## config.mk

```make
export PLATFORM = sky130hd
export DESIGN_NAME = umi_mem_initiator
export DESIGN_NICKNAME = d
export VERILOG_FILES = /design/src/rtl/umi_mem_initiator.sv
export SDC_FILE = /design/constraint.sdc
export NUM_CORES = 1
export LEC_CHECK = 0
export ABC_AREA = 1
export CORE_AREA = 4 4 203 205
export DETAILED_ROUTE_END_ITERATION = 12
export DIE_AREA = 0 0 207 209
export HOLD_SLACK_MARGIN = 0.06
export MAX_ROUTING_LAYER = met4
export PLACE_DENSITY = 0.61
export SYNTH_ARGS = -nofsm -noshare
export SYNTH_HDL_FRONTEND = slang
export SYNTH_SLANG_ARGS = --single-unit
```

## constraint.sdc

```tcl
create_clock -name clk -period 5.15 [get_ports clk]
set_input_delay 0.515 -clock clk [delete_from_list [all_inputs] [get_ports clk]]
set_output_delay 0.515 -clock clk [all_outputs]
set_load 0.005 [all_outputs]
```

## src/rtl/umi_mem_initiator.sv

```systemverilog
// Single-outstanding UMI host: turns local read/write commands into one-word UMI
// requests, waits for the matching response (or watchdog expiry) and reports back.
module umi_mem_initiator #(
    parameter int          DW      = 32,
    parameter int          AW      = 64,
    parameter int          CW      = 32,
    parameter logic [AW-1:0] SRCADDR = '0,
    parameter int          TIMEOUT = 1024
) (
    input  logic          clk,
    input  logic          nreset,
    // local command port
    input  logic          cmd_valid,
    output logic          cmd_ready,
    input  logic          cmd_write,
    input  logic          cmd_posted,
    input  logic [AW-1:0] cmd_addr,
    input  logic [DW-1:0] cmd_wdata,
    output logic          rsp_valid,
    output logic [DW-1:0] rsp_rdata,
    output logic          rsp_error,
    output logic          rsp_timeout,
    // UMI request channel
    output logic          uhost_req_valid,
    output logic [CW-1:0] uhost_req_cmd,
    output logic [AW-1:0] uhost_req_dstaddr,
    output logic [AW-1:0] uhost_req_srcaddr,
    output logic [DW-1:0] uhost_req_data,
    input  logic          uhost_req_ready,
    // UMI response channel
    input  logic          uhost_resp_valid,
    input  logic [CW-1:0] uhost_resp_cmd,
    input  logic [AW-1:0] uhost_resp_dstaddr,
    input  logic [AW-1:0] uhost_resp_srcaddr,
    input  logic [DW-1:0] uhost_resp_data,
    output logic          uhost_resp_ready
);

    localparam logic [2:0]  SIZE   = 3'($clog2(DW / 8));
    localparam bit          TMO_EN = (TIMEOUT != 0);
    localparam logic [31:0] TLIM   = (TIMEOUT > 1) ? 32'(TIMEOUT - 1) : 32'd0;

    localparam logic [4:0] OP_READ      = 5'h01;
    localparam logic [4:0] OP_RESP_READ = 5'h02;
    localparam logic [4:0] OP_WRITE     = 5'h03;
    localparam logic [4:0] OP_RESP_WR   = 5'h04;
    localparam logic [4:0] OP_POSTED    = 5'h05;

    typedef enum logic [1:0] {IDLE, REQ, WAIT, DONE} state_t;

    state_t        state_q, state_d;
    logic          write_q, write_d;
    logic          posted_q, posted_d;
    logic [AW-1:0] addr_q, addr_d;
    logic [DW-1:0] wdata_q, wdata_d;
    logic [DW-1:0] rdata_q, rdata_d;
    logic          err_q, err_d;
    logic          tmo_q, tmo_d;
    logic [31:0]   timer_q, timer_d;

    logic [4:0]    req_op;
    logic [4:0]    exp_rsp_op;
    logic [CW-1:0] cmd_word;
    logic          req_active;

    always_ff @(posedge clk or negedge nreset) begin
        if (!nreset) begin
            state_q  <= IDLE;
            write_q  <= 1'b0;
            posted_q <= 1'b0;
            addr_q   <= '0;
            wdata_q  <= '0;
            rdata_q  <= '0;
            err_q    <= 1'b0;
            tmo_q    <= 1'b0;
            timer_q  <= '0;
        end else begin
            state_q  <= state_d;
            write_q  <= write_d;
            posted_q <= posted_d;
            addr_q   <= addr_d;
            wdata_q  <= wdata_d;
            rdata_q  <= rdata_d;
            err_q    <= err_d;
            tmo_q    <= tmo_d;
            timer_q  <= timer_d;
        end
    end

    assign req_op     = (write_q && posted_q) ? OP_POSTED : (write_q ? OP_WRITE : OP_READ);
    assign exp_rsp_op = write_q ? OP_RESP_WR : OP_RESP_READ;

    always_comb begin
        state_d  = state_q;
        write_d  = write_q;
        posted_d = posted_q;
        addr_d   = addr_q;
        wdata_d  = wdata_q;
        rdata_d  = rdata_q;
        err_d    = err_q;
        tmo_d    = tmo_q;
        timer_d  = timer_q;
        case (state_q)
            IDLE: begin
                if (cmd_valid) begin
                    write_d  = cmd_write;
                    posted_d = cmd_posted;
                    addr_d   = cmd_addr;
                    wdata_d  = cmd_wdata;
                    err_d    = 1'b0;
                    tmo_d    = 1'b0;
                    state_d  = REQ;
                end
            end
            REQ: begin
                if (uhost_req_ready) begin
                    timer_d = '0;
                    state_d = (write_q && posted_q) ? DONE : WAIT;
                end
            end
            WAIT: begin
                if (TMO_EN) begin
                    timer_d = timer_q + 32'd1;
                end
                // A response in the expiry cycle takes priority over the watchdog.
                if (uhost_resp_valid) begin
                    if (!write_q) begin
                        rdata_d = uhost_resp_data;
                    end
                    err_d   = (uhost_resp_cmd[4:0] != exp_rsp_op) || (uhost_resp_cmd[26:24] != 3'b000);
                    state_d = DONE;
                end else if (TMO_EN && ((timer_q + 32'd1) >= TLIM)) begin
                    tmo_d   = 1'b1;
                    state_d = DONE;
                end
            end
            DONE: begin
                state_d = IDLE;
            end
            default: state_d = IDLE;
        endcase
    end

    always_comb begin
        cmd_word       = '0;
        cmd_word[4:0]  = req_op;
        cmd_word[7:5]  = SIZE;
        cmd_word[22]   = 1'b1;
    end

    // Request fields are forced to zero outside REQ so every output reads 0 in reset.
    assign req_active        = (state_q == REQ);
    assign uhost_req_valid   = req_active;
    assign uhost_req_cmd     = req_active ? cmd_word : '0;
    assign uhost_req_dstaddr = req_active ? addr_q : '0;
    assign uhost_req_srcaddr = req_active ? SRCADDR : '0;
    assign uhost_req_data    = (req_active && write_q) ? wdata_q : '0;
    assign uhost_resp_ready  = (state_q == WAIT);

    assign cmd_ready   = nreset && (state_q == IDLE);
    assign rsp_valid   = (state_q == DONE);
    assign rsp_error   = (state_q == DONE) && err_q;
    assign rsp_timeout = (state_q == DONE) && tmo_q;
    assign rsp_rdata   = rdata_q;

    logic unused_inputs;
    assign unused_inputs = ^{uhost_resp_dstaddr, uhost_resp_srcaddr,
                             uhost_resp_cmd[CW-1:27], uhost_resp_cmd[23:5]};

endmodule
```

==> metrics.log, run 1 <==
INFO  metric syn_avg_cell_area = between 7 and 8 um2
INFO  metric layout.nets = 1727
INFO  metric final_cell_count_without_fillers = 1967
INFO  metric initialDrtViolationCount = 346
INFO  metric worst-setup-path-type = reg2out
INFO  metric required = 4.64 ns
INFO  metric gr_ovfl_total = 0
INFO  metric crit_path_end_kind = primary output
INFO  metric numClockSinks = 166
INFO  metric num_rows = 73
INFO  metric unrepaired_setup_endpoints_after_global_routing = false
INFO  metric shortest_period_the_worst_path_allows = roughly 3.4 ns
INFO  metric edff_count_synth = 0
INFO  metric fp.coreArea = 39460 um2
INFO  metric floorplan.die.width = 207 um
INFO  metric power_leakage = about 6.2 nW
INFO  metric routed-via-count = ~7800
INFO  metric grt_pass1_vias = 7807
INFO  metric synth_seq_area_share = 0.4679
INFO  metric outcome = finished, final reports clean
INFO  metric routed_wl = 25610 um
INFO  metric power.density = 454.1 nW/um2
INFO  metric cts_setup_buffers = 0
INFO  metric viasPerCell = 3.941
INFO  metric setup-violations-final = 0
INFO  metric cp-start-kind = register
INFO  metric grt_util_all_layers = 0.1210
INFO  metric tritoncts_clock_tree = yes
INFO  metric irDropWorstVdd = roughly 0.23 mV
INFO  metric floorplan.die_area = 43260 um2
INFO  metric finish.instance_area = 12530 um2
INFO  metric dp_hpwl = 18570 um
INFO  metric maximum_number_of_pins_on_one_net_before_global_route_repair = 76
INFO  metric cells_after_synth = between 1000 and 1500
INFO  metric final_cell_mix = sky130_fd_sc_hd__nand2_1 (431), sky130_fd_sc_hd__clkdlybuf4s50_1 (280), sky130_fd_sc_hd__dfrtp_1 (166)
INFO  metric place_ws = 2.014 ns
INFO  metric clock_slew_at_reported_path_ffs = 0.07 ns
INFO  metric detail_route.drc_violations = 0
INFO  metric num_io_pins = between 500 and 600
INFO  metric starting_density = 0.2250
INFO  metric prevailing_post_synth_register_cell = sky130_fd_sc_hd__dfrtp_1
INFO  metric synth.cell_area = 8879 um2
INFO  metric yosysWarnings = 0
INFO  metric ys_types = 33
INFO  metric fin_util = 0.3176
INFO  metric worst_ep_arrival_time = 2.92 ns
INFO  metric die-height = 209 um
INFO  metric place_area = roughly 12000 um2
INFO  metric synth-async-reset-ratio = 1.000
INFO  metric fmax = around 290 MHz
INFO  metric clk_path_buf_depth = 2
INFO  metric finalWeightedCongestion = 0.8237
INFO  metric root_buffer = sky130_fd_sc_hd__clkbuf_16
INFO  metric layout.cells.most_common = sky130_fd_sc_hd__nand2_1
INFO  metric maxSlewViolCount = 0
INFO  metric cts_inserted_buffers = 17
INFO  metric finalClockSkew = 0.008428 ns
INFO  metric hold_path_class = reg2reg
INFO  metric drt.antenna.violating_nets = 0
INFO  metric period_share = 0.6679
INFO  metric synth.ff_latch_count = 166
INFO  metric clk-insertion-delay-late = approximately 0.44 ns
INFO  metric drt_pass1_iterations = 4
INFO  metric max-cap-violations = 0
INFO  metric tightest_slew = 1.206 ns
INFO  metric crit_path_max_fanout = 43
INFO  metric setup-tns-final = 0 ns
INFO  metric global_route_wire_length_before_repair = 41300 um
INFO  metric cts.htree.levels = 4
INFO  metric place.detailed.instances = around 1900
INFO  metric post_drt_wl_per_cell = approximately 13 um
INFO  metric timing.slew.headroom = 0.1957
INFO  metric worst_slack = about 1.7 ns
INFO  metric antenna_violations_before_repair = 4
INFO  metric io_buffers = roughly 280
INFO  metric final_layout_size_suffix_gt1_frac = 0.07371
INFO  metric layout-area-overhead-vs-synth = 41.14%
INFO  metric finalHoldViolCount = 0
[worst max-delay path, stage by stage, from the launching register on]
cell and delay [ns]:
sky130_fd_sc_hd__dfrtp_1 0.43, sky130_fd_sc_hd__inv_1 0.13, sky130_fd_sc_hd__ha_2 0.62, sky130_fd_sc_hd__buf_4 0.56, sky130_fd_sc_hd__nand2_1 0.12, sky130_fd_sc_hd__inv_1 0.09
sky130_fd_sc_hd__clkdlybuf4s50_1 0.51
[final timing paths]
check                           start                    end  slack (ns)  cells past startpoint
hold reg to reg             addr_q[2]              addr_q[2]        0.48                      2
setup / recovery           state_q[1]  uhost_req_dstaddr[33]        1.71                      6
hold / removal              addr_q[2]              addr_q[2]        0.48                      2
min in group asynchronous      nreset          rsp_rdata[13]        0.55                      2
max in group asynchronous      nreset            wdata_q[22]        3.24                      3
setup reg to reg           state_q[1]            timer_q[25]        1.99                      7
[cells by family (layout without fill, tap and decap cells)]
logic type,count (synthesis),in the layout,synth area share
AND/OR/NAND/NOR,581,581,0.2678
flip-flops,166,166,0.4679
multiplexers,32,32,0.04059
XOR/XNOR,4,4,0.003945
buffers and inverters,290,479,0.1623
adder cells (fa/ha/maj),7,7,0.009864
other,1,95,0.0004224
AO/OA/AOI/OAI,78,78,0.04721
[layout make-up]
cell class | count | area, um2
Inverter | 157 | 591.8
Tap cell | 525 | 656.9
Multi-Input combinational cell | 793 | 3626
Clock buffer | 18 | 439.2
Sequential cell | 166 | 4154
Fill cell | 4136 | 26930
Timing Repair Buffer | 290 | 2884
Clock inverter | 14 | 168.9
Antenna cell | 4 | 10.01
[where the power goes]
group          switching (W)  total, W  internal (W)  leakage, nW
combinational        0.00116   0.00227       0.00111         3.80
clock               0.000605   0.00135      0.000742        0.292
sequential          0.000252   0.00208       0.00183         2.09
total                0.00201   0.00569       0.00368         6.18
[state kept, by name (all words and copies together), names as in the netlist]
register,cells
posted_q,1
rsp_rdata,32
state_q,2
tmo_q,1
addr_q,64
write_q,1
err_q,1
wdata_q,32
timer_q,32
[layer usage]
layer  track usage  part of all wire
met3       0.04429             0.078
met4       0.03967             0.022
met1        0.1472              0.43
met2        0.1872              0.47
met5             -                 0
[through the flow]
| stage | power, W | hold WS [ns] |
|---|---|---|
| after global routing | 0.006140 | 0.4994 |
| after detailed placement | 0.004392 | 0.4636 |
| final | 0.005690 | 0.4802 |
| after floorplan | 0.003241 | 0.2194 |
| after global placement | 0.004342 | 0.4621 |
| after CTS | 0.005792 | 0.4848 |
[Yosys cell counts (6+ instances only)]
cell type | n | area (um2)
sky130_fd_sc_hd__o22ai_1 | 15 | 93.84
sky130_fd_sc_hd__dfrtp_1 | 166 | 4154
sky130_fd_sc_hd__o21ai_0 | 55 | 275.3
sky130_fd_sc_hd__inv_1 | 152 | 570.6
sky130_fd_sc_hd__nand3_1 | 29 | 145.1
sky130_fd_sc_hd__nor2_4 | 7 | 78.83
sky130_fd_sc_hd__nor2_1 | 84 | 315.3
sky130_fd_sc_hd__nand2_2 | 8 | 50.05
sky130_fd_sc_hd__nand2_1 | 432 | 1622
sky130_fd_sc_hd__ha_1 | 7 | 87.58
sky130_fd_sc_hd__mux2_2 | 32 | 360.4
sky130_fd_sc_hd__buf_1 | 6 | 22.52
sky130_fd_sc_hd__buf_4 | 94 | 705.7
sky130_fd_sc_hd__clkbuf_1 | 33 | 123.9
[repair_timing]
action,CTS,global route
hold buffers,1,0
gates resized for setup,0,0
hold endpoints to repair,39,0
(Power assumes the default switching activity.)
==> inputs of run 2 (changes only) <==
--- a/config.mk
+++ b/config.mk
@@ -6,12 +6,12 @@
 export NUM_CORES = 1
 export LEC_CHECK = 0
 export ABC_AREA = 1
-export CORE_AREA = 4 4 203 205
+export CORE_AREA = 4 4 205 207
 export DETAILED_ROUTE_END_ITERATION = 12
-export DIE_AREA = 0 0 207 209
+export DIE_AREA = 0 0 209 211
 export HOLD_SLACK_MARGIN = 0.06
 export MAX_ROUTING_LAYER = met4
-export PLACE_DENSITY = 0.61
+export PLACE_DENSITY = 0.6
 export SYNTH_ARGS = -nofsm -noshare
 export SYNTH_HDL_FRONTEND = slang
 export SYNTH_SLANG_ARGS = --single-unit
==> constraint.sdc (replaced) <==
create_clock -name clk -period 3.3 [get_ports clk]
set_input_delay 0.33 -clock clk [delete_from_list [all_inputs] [get_ports clk]]
set_output_delay 0.33 -clock clk [all_outputs]
set_load 0.005 [all_outputs]
==> run 2 against run 1 <==
  * Sequential power increased by 56%
  * Core utilization decreased by 0.60 points
  * Non-clock buffer count increased by 4
  * Power increased by 57%
  * Wire length increased by 0.44%
  * Critical path depth unchanged
  * Worst setup slack got worse by 1.1 ns
  * Via count decreased by 1.2%
  * Register-to-register slack got worse by 0.92 ns
  * Critical endpoint is now uhost_req_data[23]
  * Largest power group unchanged
==> metrics.log, run 2 (same netlist as run 1, synthesis figures left out) <==
INFO  metric place_ws = ~1.0 ns
INFO  metric finalWeightedCongestion = ~0.8
INFO  metric cts_setup_buffers = 0
INFO  metric clk_path_buf_depth = 2
INFO  metric floorplan.die.width = between 200 and 250 um
INFO  metric grt_util_all_layers = 0.1185
INFO  metric finalClockSkew = 0.01342 ns
INFO  metric multi_input_combinational_cell_area = 3626 um2
INFO  metric floorplan.die_area = about 44000 um2
INFO  metric antenna_violations_before_repair = 0
INFO  metric ff2ff_setup_slack = between 1 and 1.5 ns
INFO  metric maximum_number_of_pins_on_one_net_before_global_route_repair = around 170
INFO  metric holdBufCountCts = 0
INFO  metric gr_ovfl_total = 0
INFO  metric post_drt_wl_per_cell = 13.03 um
INFO  metric hold_path_class = in2async
INFO  metric setup-violations-final = 0
INFO  metric power_leakage = 6.201 nW
INFO  metric final_cell_mix = sky130_fd_sc_hd__nand2_1 (431), sky130_fd_sc_hd__clkdlybuf4s50_1 (280), sky130_fd_sc_hd__dfrtp_1 (166)
INFO  metric finalHoldViolCount = 0
INFO  metric regToRegStartpoint = timer_q[1]
INFO  metric worst-setup-path-type = reg2out
INFO  metric detail_route.drc_violations = 0
INFO  metric crit_path_max_fanout = 33
INFO  metric unrepaired_setup_endpoints_after_global_routing = false
INFO  metric outcome = finished, final reports clean
INFO  metric grt_pass1_vias = 7815
INFO  metric register_area = 4154 um2
INFO  metric power.density = 710.0 nW/um2
INFO  metric die-height = 211 um
INFO  metric routed-via-count = approximately 7700
INFO  metric root_buffer = sky130_fd_sc_hd__clkbuf_16
INFO  metric irDropWorstVdd = 0.3813 mV
INFO  metric period_share = 0.8109
INFO  metric cts.repair.resized = 0
INFO  metric worst_ep_arrival_time = 2.35 ns
INFO  metric crit_path_end_kind = primary output
INFO  metric max-cap-violations = 0
INFO  metric drt_pass1_iterations = 4
INFO  metric final_layout_size_suffix_gt1_frac = 0.07559
INFO  metric num_io_pins = 525
INFO  metric cp-start-kind = register
INFO  metric total_inserted_antenna_cells = 0
INFO  metric routed_wl = around 26000 um
INFO  metric registers.top_by_ff_count = addr_q
INFO  metric fp.coreArea = 40370 um2
INFO  metric fmax = 373.7 MHz
INFO  metric worstSetupStartpoint = state_q[1]
INFO  metric num_rows = 74
INFO  metric viasPerCell = 3.879
INFO  metric tightest_slew = 0.9583 ns
INFO  metric layout-area-overhead-vs-synth = 41.67%
INFO  metric drt.antenna.violating_nets = 0
INFO  metric cts_inserted_buffers = 17
INFO  metric layout.filler_cells = 4314
INFO  metric global_route_wire_length_before_repair = about 40000 um
INFO  metric required = 2.97 ns
INFO  metric starting_density = 0.2199
INFO  metric layout.cells.most_common = sky130_fd_sc_hd__nand2_1
INFO  metric clk-insertion-delay-late = ~0.45 ns
INFO  metric dp_hpwl = ~19000 um
INFO  metric io_buffers = 281
INFO  metric cts.htree.levels = 4
INFO  metric largest_register_ffs = 64
INFO  metric maxSlewViolCount = 0
INFO  metric tritoncts_clock_tree = yes
INFO  metric timing.slew.headroom = 0.3611
INFO  metric layout.nets = between 1500 and 2000
INFO  metric initialDrtViolationCount = 351
INFO  metric numClockSinks = 166
INFO  metric setup-tns-final = 0 ns
INFO  metric worst_slack = 0.6241 ns
INFO  metric clock_slew_at_reported_path_ffs = about 0.070 ns
INFO  metric worst-r2r-cell-count = 16
INFO  metric shortest_period_the_worst_path_allows = 2.676 ns
INFO  metric critical_path.reg2reg.endpoint = state_q[1]
[run 2: cell count changes in the layout (fill, tap and decap cells not counted), sizes merged]
cell         delta
buf             +5
clkbuf          +5
clkinvlp        +2
diode           -4
dlygate4sd3     -1
inv             -3
clkinv          -4
[run 2: worst max-delay path: stages, from the launching register on]
cell and delay, ns:
sky130_fd_sc_hd__dfrtp_1 0.43, sky130_fd_sc_hd__inv_1 0.13, sky130_fd_sc_hd__ha_2 0.24, sky130_fd_sc_hd__nand2_1 0.10, sky130_fd_sc_hd__buf_4 0.28, sky130_fd_sc_hd__nor2_1 0.15, sky130_fd_sc_hd__clkdlybuf4s50_1 0.55
[run 2: area by class of cell]
type                       count  share of cell area
sequential                   166              0.3302
multi-input combinational    793              0.2883
timing repair buffer         294              0.2335
tap                          532             0.05292
inverter                     157             0.04705
clock buffer                  23             0.03879
clock inverter                 9            0.009251
[run 2: per-stage QoR]
step	utilization	cells	hold slack [ns]	total power [W]	instance area (um2)
2_1_floorplan	-	1249	0.03441	0.005059	9216
3_3_place_gp	0.2966	1942	0.4622	0.006883	11970
3_5_place_dp	0.2966	1942	0.4649	0.006939	11970
4_1_cts	0.3116	1974	0.09889	0.009106	12580
5_1_grt	0.3116	1974	0.1029	0.009623	12580
6_report	0.3116	1974	0.01389	0.008931	12580
[run 2: how the worst max path moves through the flow]
stage,endpoint,cells past startpoint
5_1_grt,uhost_req_data[0],6
6_report,uhost_req_data[23],6
2_1_floorplan,state_q[0],13
3_3_place_gp,uhost_req_data[0],6
4_1_cts,uhost_req_data[0],6
3_5_place_dp,uhost_req_data[0],6
[run 2: metal layers]
metal,vias to the layer above,global-route usage,wire (um)
met5,-,-,0
met4,0,0.04613,535
met3,29,0.03178,1515
met2,227,0.1858,12090
met1,3554,0.1468,11580
li1,3847,-,-
[run 2: power by group]
group	leakage (nW)	switching, W	internal (W)
logic	3.83	0.00181	0.00179
registers	2.09	0.000398	0.00285
clock network	0.282	0.000884	0.00120
==> inputs of run 3 (changes only) <==
--- a/config.mk
+++ b/config.mk
@@ -6,12 +6,12 @@
 export NUM_CORES = 1
 export LEC_CHECK = 0
 export ABC_AREA = 1
-export CORE_AREA = 4 4 205 207
+export CORE_AREA = 4 4 201 203
 export DETAILED_ROUTE_END_ITERATION = 12
-export DIE_AREA = 0 0 209 211
+export DIE_AREA = 0 0 205 207
 export HOLD_SLACK_MARGIN = 0.06
 export MAX_ROUTING_LAYER = met4
-export PLACE_DENSITY = 0.6
+export PLACE_DENSITY = 0.64
 export SYNTH_ARGS = -nofsm -noshare
 export SYNTH_HDL_FRONTEND = slang
 export SYNTH_SLANG_ARGS = --single-unit
==> constraint.sdc (replaced) <==
create_clock -name clk -period 2.4 [get_ports clk]
set_input_delay 0.24 -clock clk [delete_from_list [all_inputs] [get_ports clk]]
set_output_delay 0.24 -clock clk [all_outputs]
set_load 0.005 [all_outputs]
==> run 3 against run 2 <==
  * Via count grew 1.9%
  * Count of clock-buffer cells in the layout shrank 3
  * Sequential cell count is the same
  * Combinational power grew 49%
  * Critical path depth is the same
  * Critical endpoint is now uhost_req_data[31]
  * Clock skew grew 0.0011 ns
  * Register-to-register slack lost 0.86 ns
  * Non-clock buffer count grew 12
  * Global-route usage grew 0.84 points
  * Sequential share of layout area shrank 0.63 points
==> metrics.log, run 3 (same netlist as run 1, synthesis figures left out) <==
INFO  metric crit_path_max_fanout = 19
INFO  metric ff2ff_setup_slack = 0.21 ns
INFO  metric crit_path_end_kind = primary output
INFO  metric layout-area-overhead-vs-synth = 44.50%
INFO  metric cp-start-kind = register
INFO  metric worst_ep_arrival_time = 2.07 ns
INFO  metric shortest_period_the_worst_path_allows = about 2.3 ns
INFO  metric worst-setup-path-type = reg2out
INFO  metric power.total = ~0.013 W
INFO  metric power_leakage = 6.587 nW
INFO  metric global_route_wire_length_before_repair = roughly 42000 um
INFO  metric setup-violations-final = 0
INFO  metric clk-insertion-delay-late = 0.45 ns
INFO  metric clock_slew_at_reported_path_ffs = 0.07 ns
INFO  metric drt_pass1_iterations = 5
INFO  metric finalWeightedCongestion = 0.8672
INFO  metric antenna_violations_before_repair = 2
INFO  metric largest_register_ffs = 64
INFO  metric period_share = 0.9621
INFO  metric required = 2.16 ns
INFO  metric floorplan.die.width = 205 um
INFO  metric critical_path.reg2reg.endpoint = state_q[1]
INFO  metric grt_util_all_layers = 0.1269
INFO  metric routed-via-count = 7802
INFO  metric max-cap-violations = 0
INFO  metric power.density = 980.8 nW/um2
INFO  metric die-height = a little over 200 um
INFO  metric root_buffer = sky130_fd_sc_hd__clkbuf_16
INFO  metric clk_path_buf_depth = 2
INFO  metric cts_inserted_buffers = 17
INFO  metric initialDrtViolationCount = 373
INFO  metric setup-tns-final = 0 ns
INFO  metric post_drt_wl_per_cell = 13.36 um
INFO  metric gr_ovfl_total = 0
INFO  metric layout.cells.most_common = sky130_fd_sc_hd__nand2_1
INFO  metric numClockSinks = ~170
INFO  metric dp_hpwl = around 19000 um
INFO  metric starting_density = 0.2308
INFO  metric maxSlewViolCount = 0
INFO  metric final_layout_size_suffix_gt1_frac = 0.08872
INFO  metric viasPerCell = 3.952
INFO  metric fp.coreArea = 38470 um2
INFO  metric outcome = finished, final reports clean
INFO  metric num_rows = 72
INFO  metric tritoncts_clock_tree = yes
INFO  metric worst-r2r-cell-count = 13
INFO  metric cts.htree.levels = 4
INFO  metric timing.slew.headroom = 0.4982
INFO  metric final_cell_mix = sky130_fd_sc_hd__nand2_1 (430), sky130_fd_sc_hd__clkdlybuf4s50_1 (263), sky130_fd_sc_hd__dfrtp_1 (164)
INFO  metric maximum_number_of_pins_on_one_net_before_global_route_repair = 95
INFO  metric hold_path_class = in2async
INFO  metric layout.filler_cells = 4056
INFO  metric fmax = 433.1 MHz
INFO  metric finalHoldViolCount = 0
INFO  metric detail_route.drc_violations = 0
INFO  metric layout.nets = 1743
INFO  metric tightest_slew = 0.7527 ns
INFO  metric finalClockSkew = about 0.015 ns
INFO  metric grt_pass1_vias = 7916
INFO  metric num_io_pins = ~530
INFO  metric routed_wl = 26380 um
INFO  metric registers.top_by_ff_count = addr_q
INFO  metric irDropWorstVdd = 0.5970 mV
INFO  metric floorplan.die_area = approximately 42000 um2
INFO  metric regToRegStartpoint = timer_q[0]
INFO  metric drt.antenna.violating_nets = 0
INFO  metric unrepaired_setup_endpoints_after_global_routing = true
INFO  metric io_buffers = 281
run 3: cell count changes in the layout (fill, tap and decap cells not counted), sizes merged, moves of 3 or more:
cell	change
buf	+8
clkinv	+3
clkdlybuf4s50	-17
inv	+4
clkinvlp	-3
dlymetal6s2s	+16
run 3: timing repair:
action                     CTS  global route
hold buffers                 1             0
cloned                       2             2
pin swaps                    0             1
gates resized for setup      7            22
hold endpoints to repair   109             0
setup buffers                2             4
setup endpoints to repair   96            63
run 3: cell type report:
type | count | area [um2] | area share
Clock inverter | 12 | 117.6 | 0.009167
Clock buffer | 20 | 456.7 | 0.03560
Inverter | 157 | 591.8 | 0.04613
Tap cell | 518 | 648.1 | 0.05052
Multi-Input combinational cell | 793 | 3649 | 0.2844
Sequential cell | 166 | 4156 | 0.3240
Timing Repair Buffer | 306 | 3206 | 0.2499
Antenna cell | 2 | 5.005 | 0.0003901
run 3: worst max path at each step:
| stage | startpoint | to | cells past startpoint |
|---|---|---|---|
| floorplan | timer_q[1] | state_q[0] | 13 |
| global placement | state_q[1] | timer_q[25] | 8 |
| detailed placement | state_q[1] | timer_q[25] | 8 |
| CTS | state_q[1] | uhost_req_dstaddr[5] | 6 |
| global route | state_q[1] | uhost_req_data[31] | 6 |
| finish | state_q[1] | uhost_req_data[31] | 6 |
run 3: report_power, final:
| part | switching [W] | internal (W) | total, W |
|---|---|---|---|
| registers | 0.000555 | 0.00392 | 0.00448 |
| clock network | 0.00126 | 0.00150 | 0.00276 |
| logic | 0.00260 | 0.00274 | 0.00535 |
run 3: through the flow:
step / utilization / hold WS [ns] / instance area (um2) / setup WS [ns] / std cells
2_1_floorplan: - / -0.05559 / 9216 / 0.5051 / 1249
3_3_place_gp: 0.3120 / 0.09204 / 12000 / 0.1886 / 1929
3_5_place_dp: 0.3120 / 0.09211 / 12000 / 0.1360 / 1929
4_1_cts: 0.3298 / 0.1609 / 12680 / -0.02877 / 1966
5_1_grt: 0.3335 / 0.1897 / 12830 / -0.04108 / 1974
6_report: 0.3335 / 0.1801 / 12830 / 0.09099 / 1974
run 3: critical path: stages (launching register included):
cell and delay, ns:
sky130_fd_sc_hd__dfrtp_1 0.39, sky130_fd_sc_hd__inv_2 0.10, sky130_fd_sc_hd__ha_4 0.19, sky130_fd_sc_hd__nand2_1 0.10, sky130_fd_sc_hd__buf_6 0.18, sky130_fd_sc_hd__nor2_2 0.13, sky130_fd_sc_hd__clkdlybuf4s50_1 0.53
run 3: metal layers:
layer | share of wire | track usage
met5 | 0 | -
met4 | 0.016 | 0.03812
met3 | 0.086 | 0.03847
met2 | 0.47 | 0.2057
met1 | 0.43 | 0.1525
